`src/rtl/cloud_spawn_scheduler_if.sv`:
```
// Control inputs and cloud-state outputs of the cloud spawn scheduler.
// The master side is the scheduler; the slave side is the renderer/controller.
interface cloud_spawn_scheduler_if #(
    parameter int NUM_CLOUDS = 4
);
    logic                    enable;
    logic                    pause;
    logic [NUM_CLOUDS*10-1:0] cloud_x;
    logic [NUM_CLOUDS*10-1:0] cloud_y;
    logic [NUM_CLOUDS-1:0]   cloud_valid;
    logic [9:0]              cloud_size;
    logic [1:0]              state;
    logic [7:0]              drop_count;

    modport master (
        input  enable, pause,
        output cloud_x, cloud_y, cloud_valid, cloud_size, state, drop_count
    );

    modport slave (
        output enable, pause,
        input  cloud_x, cloud_y, cloud_valid, cloud_size, state, drop_count
    );
endinterface

```
`src/rtl/cloud_spawn_scheduler.sv`:
```
// Frame-rate cloud slot scheduler: periodic spawns at a pseudo-random height,
// leftward drift, retirement at the left edge and a saturating drop counter.
module cloud_spawn_scheduler #(
    parameter int          NUM_CLOUDS   = 4,
    parameter int          SPAWN_PERIOD = 120,
    parameter int          X_STEP       = 1,
    parameter int          X_SPAWN      = 639,
    parameter int          Y_MIN        = 250,
    parameter int          CLOUD_SIZE   = 50,
    parameter logic [15:0] LFSR_SEED    = 16'hACE1
) (
    input  logic                      frame_clk,
    input  logic                      Reset,
    cloud_spawn_scheduler_if.master   bus
);
    typedef enum logic [1:0] {
        IDLE  = 2'b00,
        RUN   = 2'b01,
        PAUSE = 2'b10
    } state_e;

    localparam int          CNT_W      = (SPAWN_PERIOD > 1) ? $clog2(SPAWN_PERIOD) : 1;
    localparam logic [CNT_W-1:0] CNT_LAST = CNT_W'(SPAWN_PERIOD - 1);
    localparam logic [9:0]  STEP       = 10'(X_STEP);
    localparam logic [9:0]  SPAWN_X    = 10'(X_SPAWN);
    localparam logic [9:0]  BASE_Y     = 10'(Y_MIN);
    localparam logic [15:0] LFSR_TAPS  = 16'hB400;

    state_e                         state_q, state_d;
    logic [15:0]                    lfsr_q, lfsr_d;
    logic [CNT_W-1:0]               spawn_cnt_q, spawn_cnt_d;
    logic [7:0]                     drop_q, drop_d;
    logic [NUM_CLOUDS-1:0]          valid_q, valid_d;
    logic [NUM_CLOUDS-1:0][9:0]     x_q, x_d;
    logic [NUM_CLOUDS-1:0][9:0]     y_q, y_d;
    logic                           spawn_now;
    logic                           slot_found;

    always_comb begin
        // NOTE: every signal gets a default before any branch so no latch is inferred.
        state_d     = state_q;
        spawn_cnt_d = spawn_cnt_q;
        drop_d      = drop_q;
        valid_d     = valid_q;
        x_d         = x_q;
        y_d         = y_q;
        spawn_now   = 1'b0;
        slot_found  = 1'b0;

        // Galois shift-right LFSR; a nonzero seed can never reach zero.
        lfsr_d = {1'b0, lfsr_q[15:1]} ^ (lfsr_q[0] ? LFSR_TAPS : 16'h0000);

        if (!bus.enable) begin
            state_d = IDLE;
        end else begin
            unique case (state_q)
                IDLE:    state_d = RUN;
                RUN:     state_d = bus.pause ? PAUSE : RUN;
                PAUSE:   state_d = bus.pause ? PAUSE : RUN;
                default: state_d = IDLE;
            endcase
        end

        if (!bus.enable || state_q == IDLE) begin
            // enable=0 clears on the same edge it is seen; drop_count is kept.
            valid_d     = '0;
            x_d         = '0;
            y_d         = '0;
            spawn_cnt_d = '0;
        end else if (state_q == RUN) begin
            spawn_now   = (spawn_cnt_q == CNT_LAST);
            spawn_cnt_d = spawn_now ? '0 : spawn_cnt_q + CNT_W'(1);

            for (int i = 0; i < NUM_CLOUDS; i++) begin
                if (valid_q[i]) begin
                    if (x_q[i] >= STEP) x_d[i] = x_q[i] - STEP;
                    else                valid_d[i] = 1'b0;
                end
            end

            // Eligibility uses start-of-frame valid, so retiring slots are excluded.
            if (spawn_now) begin
                for (int i = 0; i < NUM_CLOUDS; i++) begin
                    if (!slot_found && !valid_q[i]) begin
                        slot_found = 1'b1;
                        valid_d[i] = 1'b1;
                        x_d[i]     = SPAWN_X;
                        y_d[i]     = BASE_Y + {3'b000, lfsr_q[6:0]};
                    end
                end
                if (!slot_found && drop_q != 8'hFF) drop_d = drop_q + 8'd1;
            end
        end
    end

    // NOTE: sequential state uses non-blocking assignments so all flops update together.
    always_ff @(posedge frame_clk or posedge Reset) begin
        if (Reset) begin
            state_q     <= IDLE;
            lfsr_q      <= LFSR_SEED;
            spawn_cnt_q <= '0;
            drop_q      <= '0;
            valid_q     <= '0;
            x_q         <= '0;
            y_q         <= '0;
        end else begin
            state_q     <= state_d;
            lfsr_q      <= lfsr_d;
            spawn_cnt_q <= spawn_cnt_d;
            drop_q      <= drop_d;
            valid_q     <= valid_d;
            x_q         <= x_d;
            y_q         <= y_d;
        end
    end

    assign bus.cloud_x     = x_q;
    assign bus.cloud_y     = y_q;
    assign bus.cloud_valid = valid_q;
    assign bus.cloud_size  = 10'(CLOUD_SIZE);
    assign bus.state       = state_q;
    assign bus.drop_count  = drop_q;
endmodule

```
`src/flat_wrapper.sv`:
```
// flat-port wrapper written by rule: the top's interface ports become plain ports
module cloud_spawn_scheduler_flat 
#(
    parameter int          NUM_CLOUDS   = 4,
    parameter int          SPAWN_PERIOD = 120,
    parameter int          X_STEP       = 1,
    parameter int          X_SPAWN      = 639,
    parameter int          Y_MIN        = 250,
    parameter int          CLOUD_SIZE   = 50,
    parameter logic [15:0] LFSR_SEED    = 16'hACE1
)
  (frame_clk, Reset, bus_enable, bus_pause, bus_cloud_x, bus_cloud_y, bus_cloud_valid, bus_cloud_size, bus_state, bus_drop_count);
  cloud_spawn_scheduler_if #(.NUM_CLOUDS(NUM_CLOUDS)) bus_i ();
  input  logic frame_clk;
  input  logic Reset;
  input wire logic [$bits(bus_i.enable)-1:0] bus_enable;
  input wire logic [$bits(bus_i.pause)-1:0] bus_pause;
  output wire logic [$bits(bus_i.cloud_x)-1:0] bus_cloud_x;
  output wire logic [$bits(bus_i.cloud_y)-1:0] bus_cloud_y;
  output wire logic [$bits(bus_i.cloud_valid)-1:0] bus_cloud_valid;
  output wire logic [$bits(bus_i.cloud_size)-1:0] bus_cloud_size;
  output wire logic [$bits(bus_i.state)-1:0] bus_state;
  output wire logic [$bits(bus_i.drop_count)-1:0] bus_drop_count;
  assign bus_i.enable = bus_enable;
  assign bus_i.pause = bus_pause;
  assign bus_cloud_x = bus_i.cloud_x;
  assign bus_cloud_y = bus_i.cloud_y;
  assign bus_cloud_valid = bus_i.cloud_valid;
  assign bus_cloud_size = bus_i.cloud_size;
  assign bus_state = bus_i.state;
  assign bus_drop_count = bus_i.drop_count;
  cloud_spawn_scheduler #(.NUM_CLOUDS(NUM_CLOUDS), .SPAWN_PERIOD(SPAWN_PERIOD), .X_STEP(X_STEP), .X_SPAWN(X_SPAWN), .Y_MIN(Y_MIN), .CLOUD_SIZE(CLOUD_SIZE), .LFSR_SEED(LFSR_SEED)) u_core (.frame_clk(frame_clk), .Reset(Reset), .bus(bus_i));
endmodule
```
`config.mk`:
```
export PLATFORM = sky130hd
export DESIGN_NAME = cloud_spawn_scheduler_flat
export DESIGN_NICKNAME = d
export VERILOG_FILES = /design/src/rtl/cloud_spawn_scheduler_if.sv /design/src/rtl/cloud_spawn_scheduler.sv /design/src/flat_wrapper.sv
export SDC_FILE = /design/constraint.sdc
export NUM_CORES = 1
export LEC_CHECK = 0
export CORE_UTILIZATION = 55
export CTS_BUF_LIST = sky130_fd_sc_hd__clkbuf_16
export DETAILED_ROUTE_END_ITERATION = 7
export HOLD_SLACK_MARGIN = 0.1
export PLACE_DENSITY_LB_ADDON = 0.1
export SLEW_MARGIN = 25
export SYNTH_ARGS = -nofsm -noshare
export SYNTH_HDL_FRONTEND = slang
export SYNTH_SLANG_ARGS = --single-unit
```
`constraint.sdc`:
```
create_clock -name frame_clk -period 13.1 [get_ports frame_clk]
set_input_delay 3.93 -clock frame_clk [delete_from_list [all_inputs] [get_ports frame_clk]]
set_output_delay 3.93 -clock frame_clk [all_outputs]
set_load 0.02 [all_outputs]
```
==> impl_metrics.py, run 1 <==
metrics = {
    "run_status": {
        "outcome": "completed",
    },
    "sta": {
        "holdWs_ps": 348.4,
        "worstMarginPinSlew_ps": 918.8,
        "totalNegativeSetupSlack_ps": 0,
        "min_period_ps": 5781,
        "setup-violations-final": 0,
        "rsz0062_at_grt": "false",
        "hold_viol": 0,
        "finalMaxSlewViolations": 0,
        "fin_crit_sh_pct": 44.13,
        "slew_headroom_pct": 38.52,
        "fin_ws_ps": 7319,
        "fmax_mhz": 173.0,
        "worst_clock_skew_ps": 9.493,
    },
    "synthesis": {
        "synth_top_area_share_pct": 46.00,
        "synth_cells": 584,
        "ys_async_sr_fraction_pct": 100.0,
        "synthTopCellsByArea": "dfrtp_1, nand2_1, dfstp_2",
        "synth-edff-count": 0,
        "synth_top_area_cell": "dfrtp_1",
        "synth_seq_cells": 113,
        "ys_seq_area_share_pct": 49.68,
        "synthFlopType": "dfrtp_1",
        "synth.most_common_cell": "dfrtp_1",
        "ys_types": 63,
        "yosysWarnings": 0,
        "syn-cell-area_um2": 5712,
        "ys_top_cells_by_count": "dfrtp_1, nand2_1, nor2_1",
        "avgSynthCellArea_um2": 9.780,
    },
    "worst_setup_path": {
        "cp-start-kind": "flop",
        "cp_top_family": "flip-flops",
        "crit_path_top_delay_cell": "dfrtp_1",
        "path_class": "reg2out",
        "worstPathMaxFanout": 18,
        "critPathBufInv": 1,
        "crit_arrival_ps": 1850,
        "cp_cell_sequence": "clkdlybuf4s50_1",
        "cpPeakStageDelay_ps": 720,
        "worst_ep_required_time_ps": 9170,
        "end_kind": "primary output",
    },
    "clock_tree": {
        "clk_latency_ps": 410,
        "clock_path_buffers": 2,
        "root_buffer": "clkbuf_16",
        "cts.sinks": 113,
        "cts_setup_buffers": 0,
        "cts_buffers": 17,
        "htreeDepth": 4,
        "cts_tree": "built",
        "hold_buffers": 0,
        "path_clk_slew_ps": 60,
        "cts_resized": 0,
    },
    "placement": {
        "dp.cells": 785,
        "post-place-ws_ps": 7169,
        "dpl-instance-area_um2": 6685,
        "port_buffers": 93,
        "hpwl_mm": 9.334,
        "gp_congestion": 0.8404,
    },
    "route": {
        "first_pass_iters": 5,
        "wirelength_mm": 14.74,
        "antenna_left": 0,
        "drc": 0,
        "viasPerCell": 6.038,
        "drtIter0Drc": 375,
        "wl_per_cell_um": 18.04,
        "num_vias": 4933,
    },
    "power_and_ir_drop": {
        "pwr-share-clk_pct": 53.3,
        "intPower_mw": 0.7091,
        "swShare_pct": 22.74,
        "p_total_mw": 0.9179,
        "ir_worst_vdd_v": 0.00008967,
        "combPwrFrac_pct": 7.4,
        "power_density_nw_per_um2": 125.5,
        "seq_power_share_pct": 39.2,
        "p_leak_nw": 3.032,
        "p_switching_mw": 0.2087,
    },
    "global_routing": {
        "antenna_found_initial": 0,
        "grt_pass1_vias": 4844,
        "grt_max_degree": 69,
        "grt.overflow.total": 0,
        "grt_pass1_wl_mm": 24.32,
        "track_usage_pct": 28.24,
    },
    "layout": {
        "final_layout_size_suffix_gt1_share_pct": 10.23,
        "insertedDiodeCount": 0,
        "final_core_util_pct": 73.79,
        "fin_cells": 817,
        "area.growth.synth_to_final_pct": 28.02,
        "final_area_um2": 7312,
        "fillCellCount": 745,
        "layout.nets": 689,
    },
    "floorplan": {
        "io_pins": 108,
        "start_util_pct": 57.64,
        "core_um2": 9910,
        "die_width_um": 103.9,
        "die_y_um": 103.9,
        "rows": 36,
        "die_area_um2": 10800,
    },
    "hold_path": {
        "min_path_type": "reg2reg",
    },
    "flow_run": {
        "max_cap_viol_count": 0,
    },
}
## path summary, 6_finish.rpt
kind	from	to	slack [ps]	cells past startpoint
min in group asynchronous	Reset	u_core.bus.cloud_x[8]$_DFFE_PP0N_	3950	2
worst min-delay path	u_core.lfsr_q[9]$_DFF_PP0_	u_core.lfsr_q[8]$_DFF_PP0_	350	0
worst max register to register	u_core.bus.state[1]$_DFF_PP0_	u_core.bus.cloud_y[34]$_DFFE_PP0P_	10180	7
max in group asynchronous	Reset	u_core.bus.cloud_x[30]$_DFFE_PP0N_	7890	3
worst min register to register	u_core.lfsr_q[9]$_DFF_PP0_	u_core.lfsr_q[8]$_DFF_PP0_	350	0
worst max-delay path	u_core.bus.cloud_valid[0]$_DFFE_PP0N_	bus_cloud_valid[0]	7320	1
## power by group through the flow
stage	combinational [mW]	clock (mW)	sequential [mW]
after global routing	0.0738	0.510	0.361
final	0.0683	0.489	0.360
after global placement	0.0660	0	0.366
after floorplan	0.0397	0	0.372
after CTS	0.0685	0.495	0.360
after detailed placement	0.0678	0	0.366
## final cells by class
cell class	count	area (µm²)	share of cell area (%)
sequential	113	2838	38.81
multi-input combinational	427	2658	36.34
timing repair buffer	98	968.4	13.24
clock buffer	17	425.4	5.818
clock inverter	15	201.4	2.755
tap	133	166.4	2.276
inverter	14	55.05	0.7529
## metal layers
layer	vias up	wire length, µm	part of all wire, %	track usage, %
met3	18	714	4.8	5.764
met4	0	192	1.3	10.61
met2	171	7453	51	46.52
met1	2453	6380	43	36.89
met5	-	0	0	0
li1	2291	-	-	-
## cell usage in the layout, fill, tap and decap left out, drive strengths merged, types with 7 or more instances in the layout
cell type and n:
a211oi 19, dfstp 8, conb 14, nand3 29
nand4 7, and3 8, clkinv 7, xnor2 10
nor4 9, clkdlybuf4s50 93, nor3b 7, or3 8
a311oi 9, a21oi 42, o21ai 24, inv 16
ha 14, nor3 21, clkbuf 17, or4 7
dfrtp 105, nor2 47, nand2 60, mux2 12
## registers in the layout, indices dropped and copies added, names as in the netlist
register / flops
u_core.bus.cloud_x: 40
u_core.bus.cloud_y: 36
u_core.lfsr_q: 16
u_core.bus.drop_count: 8
u_core.spawn_cnt_q: 7
u_core.bus.cloud_valid: 4
u_core.bus.state: 2
## cell families after synthesis
logic type / synth area share, %
buf+inv: 4.666
flops: 49.68
simple gates: 21.93
other cells: 0.1315
xor+xnor: 2.300
mux: 2.716
fa+ha+maj: 3.067
compound gates: 15.51
Power figures use the tool's default switching activity.
==> run 2, diff against run 1 <==
Settings changed: CORE_UTILIZATION 55 to 47.
Clock period 13.1 ns to 4.95 ns, I/O delays scaled along.
==> run 2 against run 1 <==
The flow now finishes with violations (design-rule violations). Worst setup slack got worse by 5700 ps. Routed wire length decreased by 2.1%. Non-clock buffer count unchanged. Sequential share of layout area increased by 0.093 points. Largest power group unchanged.
==> impl_metrics.py, run 2 (synthesized netlist as in run 1, its figures left out) <==
metrics = {
    "floorplan": {
        "die_area_um2": 12600,
        "io_pins": 108,
        "start_util_pct": 49.18,
        "die_width_um": 112.2,
        "die_y_um": 112.2,
        "core_um2": 11610,
        "rows": 39,
    },
    "sta": {
        "rsz0062_at_grt": "false",
        "worst_clock_skew_ps": 10.16,
        "slew_headroom_pct": 35.07,
        "finalMaxSlewViolations": 0,
        "min_period_ps": 3315,
        "fmax_mhz": 301.7,
        "worstMarginPinSlew_ps": 970.3,
        "holdWs_ps": 353.5,
        "setup-violations-final": 0,
        "fin_crit_sh_pct": 66.97,
        "hold_viol": 0,
        "totalNegativeSetupSlack_ps": 0,
    },
    "worst_setup_path": {
        "worst_ep_required_time_ps": 3460,
        "path_class": "reg2out",
        "cp_cell_sequence": "clkdlybuf4s50_1",
        "end_kind": "primary output",
        "cp-start-kind": "flop",
        "ff2ff_path_depth": 6,
        "rrSetupSlack_ps": 2080,
        "crit_end": "bus_cloud_valid[0]",
        "timing.rr.start": "u_core.bus.state[1]$_DFF_PP0_",
        "r2r-end": "u_core.bus.cloud_y[34]$_DFFE_PP0P_",
        "crit_path_top_delay_cell": "clkdlybuf4s50_1",
        "crit_arrival_ps": 1830,
        "critPathLaunch": "u_core.bus.cloud_valid[0]$_DFFE_PP0N_",
        "cp_top_family": "buffers and inverters",
        "cpPeakStageDelay_ps": 720,
        "critPathBufInv": 1,
        "cp.depth": 1,
        "worstPathMaxFanout": 18,
    },
    "placement": {
        "port_buffers": 93,
        "gp_congestion": 0.8469,
        "hpwl_mm": 9.386,
        "dp.cells": 795,
    },
    "route": {
        "drc": 6,
        "drtIter0Drc": 425,
        "wl_per_cell_um": 17.44,
        "viasPerCell": 5.862,
        "antenna_left": 0,
        "wirelength_mm": 14.42,
        "num_vias": 4848,
        "first_pass_iters": 7,
    },
    "global_routing": {
        "grt_max_degree": 59,
        "antenna_found_initial": 0,
        "track_usage_pct": 23.88,
        "grt_pass1_wl_mm": 23.63,
        "grt_pass1_vias": 4468,
        "grt.overflow.total": 0,
    },
    "clock_tree": {
        "root_buffer": "clkbuf_16",
        "cts_tree": "built",
        "hold_buffers": 0,
        "clock_path_buffers": 2,
        "path_clk_slew_ps": 60,
        "cts_setup_buffers": 0,
        "cts_resized": 0,
        "cts_buffers": 17,
        "htreeDepth": 4,
        "clk_latency_ps": 410,
        "cts.sinks": 113,
    },
    "hold_path": {
        "min_path_type": "reg2reg",
    },
    "flow_run": {
        "max_cap_viol_count": 0,
    },
    "layout": {
        "insertedDiodeCount": 0,
        "final_common_cell": "dfrtp_1",
        "final_layout_size_suffix_gt1_share_pct": 10.53,
        "layout.nets": 689,
        "fin_cells": 827,
        "area.growth.synth_to_final_pct": 27.71,
        "final_core_util_pct": 62.81,
        "largest_reg_flops": 40,
        "layout_common_cells": "dfrtp_1, clkdlybuf4s50_1, nand2_1",
    },
    "power_and_ir_drop": {
        "p_leak_nw": 3.006,
        "ir_worst_vdd_v": 0.0001935,
        "power_density_nw_per_um2": 321.1,
    },
    "run_status": {
        "violations": "design-rule violations",
        "outcome": "finished with violations",
    },
}
run 2: area by class of cell:
| type | count | area [µm²] |
|---|---|---|
| Clock inverter | 15 | 158.9 |
| Clock buffer | 17 | 425.4 |
| Timing Repair Buffer | 98 | 980.9 |
| Sequential cell | 113 | 2838 |
| Inverter | 14 | 55.05 |
| Tap cell | 143 | 178.9 |
| Fill cell | 960 | 4319 |
| Multi-Input combinational cell | 427 | 2658 |
run 2: per-layer routing:
layer | part of all wire [%] | track usage, %
met2 | 47 | 36.60
met5 | 0 | 0
met1 | 46 | 33.27
met3 | 5.3 | 5.292
met4 | 1.2 | 9.156
run 2: power by group:
part,switching (mW),total (mW),internal (mW),leakage (nW)
clock,0.464,1.21,0.745,0.284
combinational,0.124,0.181,0.0567,1.18
sequential,0.0111,0.952,0.941,1.54
total,0.599,2.34,1.74,3.01
run 2: stage by stage:
step	worst slack, ps	power, mW	area (µm²)
finish	1635	2.342	7295
global route	1575	2.417	7295
global placement	1408	1.147	6710
detailed placement	1380	1.149	6710
CTS	1619	2.355	7295
floorplan	490.9	1.090	5757
run 2: how the worst min path moves through the flow:
stage / start / endpoint / depth (start not counted) / slack [ps]
4_1_cts: u_core.lfsr_q[7]$_DFF_PP1_ / u_core.lfsr_q[6]$_DFF_PP1_ / 0 / 350
3_3_place_gp: u_core.lfsr_q[12]$_DFF_PP0_ / u_core.lfsr_q[11]$_DFF_PP1_ / 0 / 340
3_5_place_dp: u_core.lfsr_q[9]$_DFF_PP0_ / u_core.lfsr_q[8]$_DFF_PP0_ / 0 / 340
2_1_floorplan: u_core.lfsr_q[9]$_DFF_PP0_ / u_core.lfsr_q[8]$_DFF_PP0_ / 0 / 330
5_1_grt: u_core.lfsr_q[7]$_DFF_PP1_ / u_core.lfsr_q[6]$_DFF_PP1_ / 0 / 360
6_report: u_core.lfsr_q[7]$_DFF_PP1_ / u_core.lfsr_q[6]$_DFF_PP1_ / 0 / 350
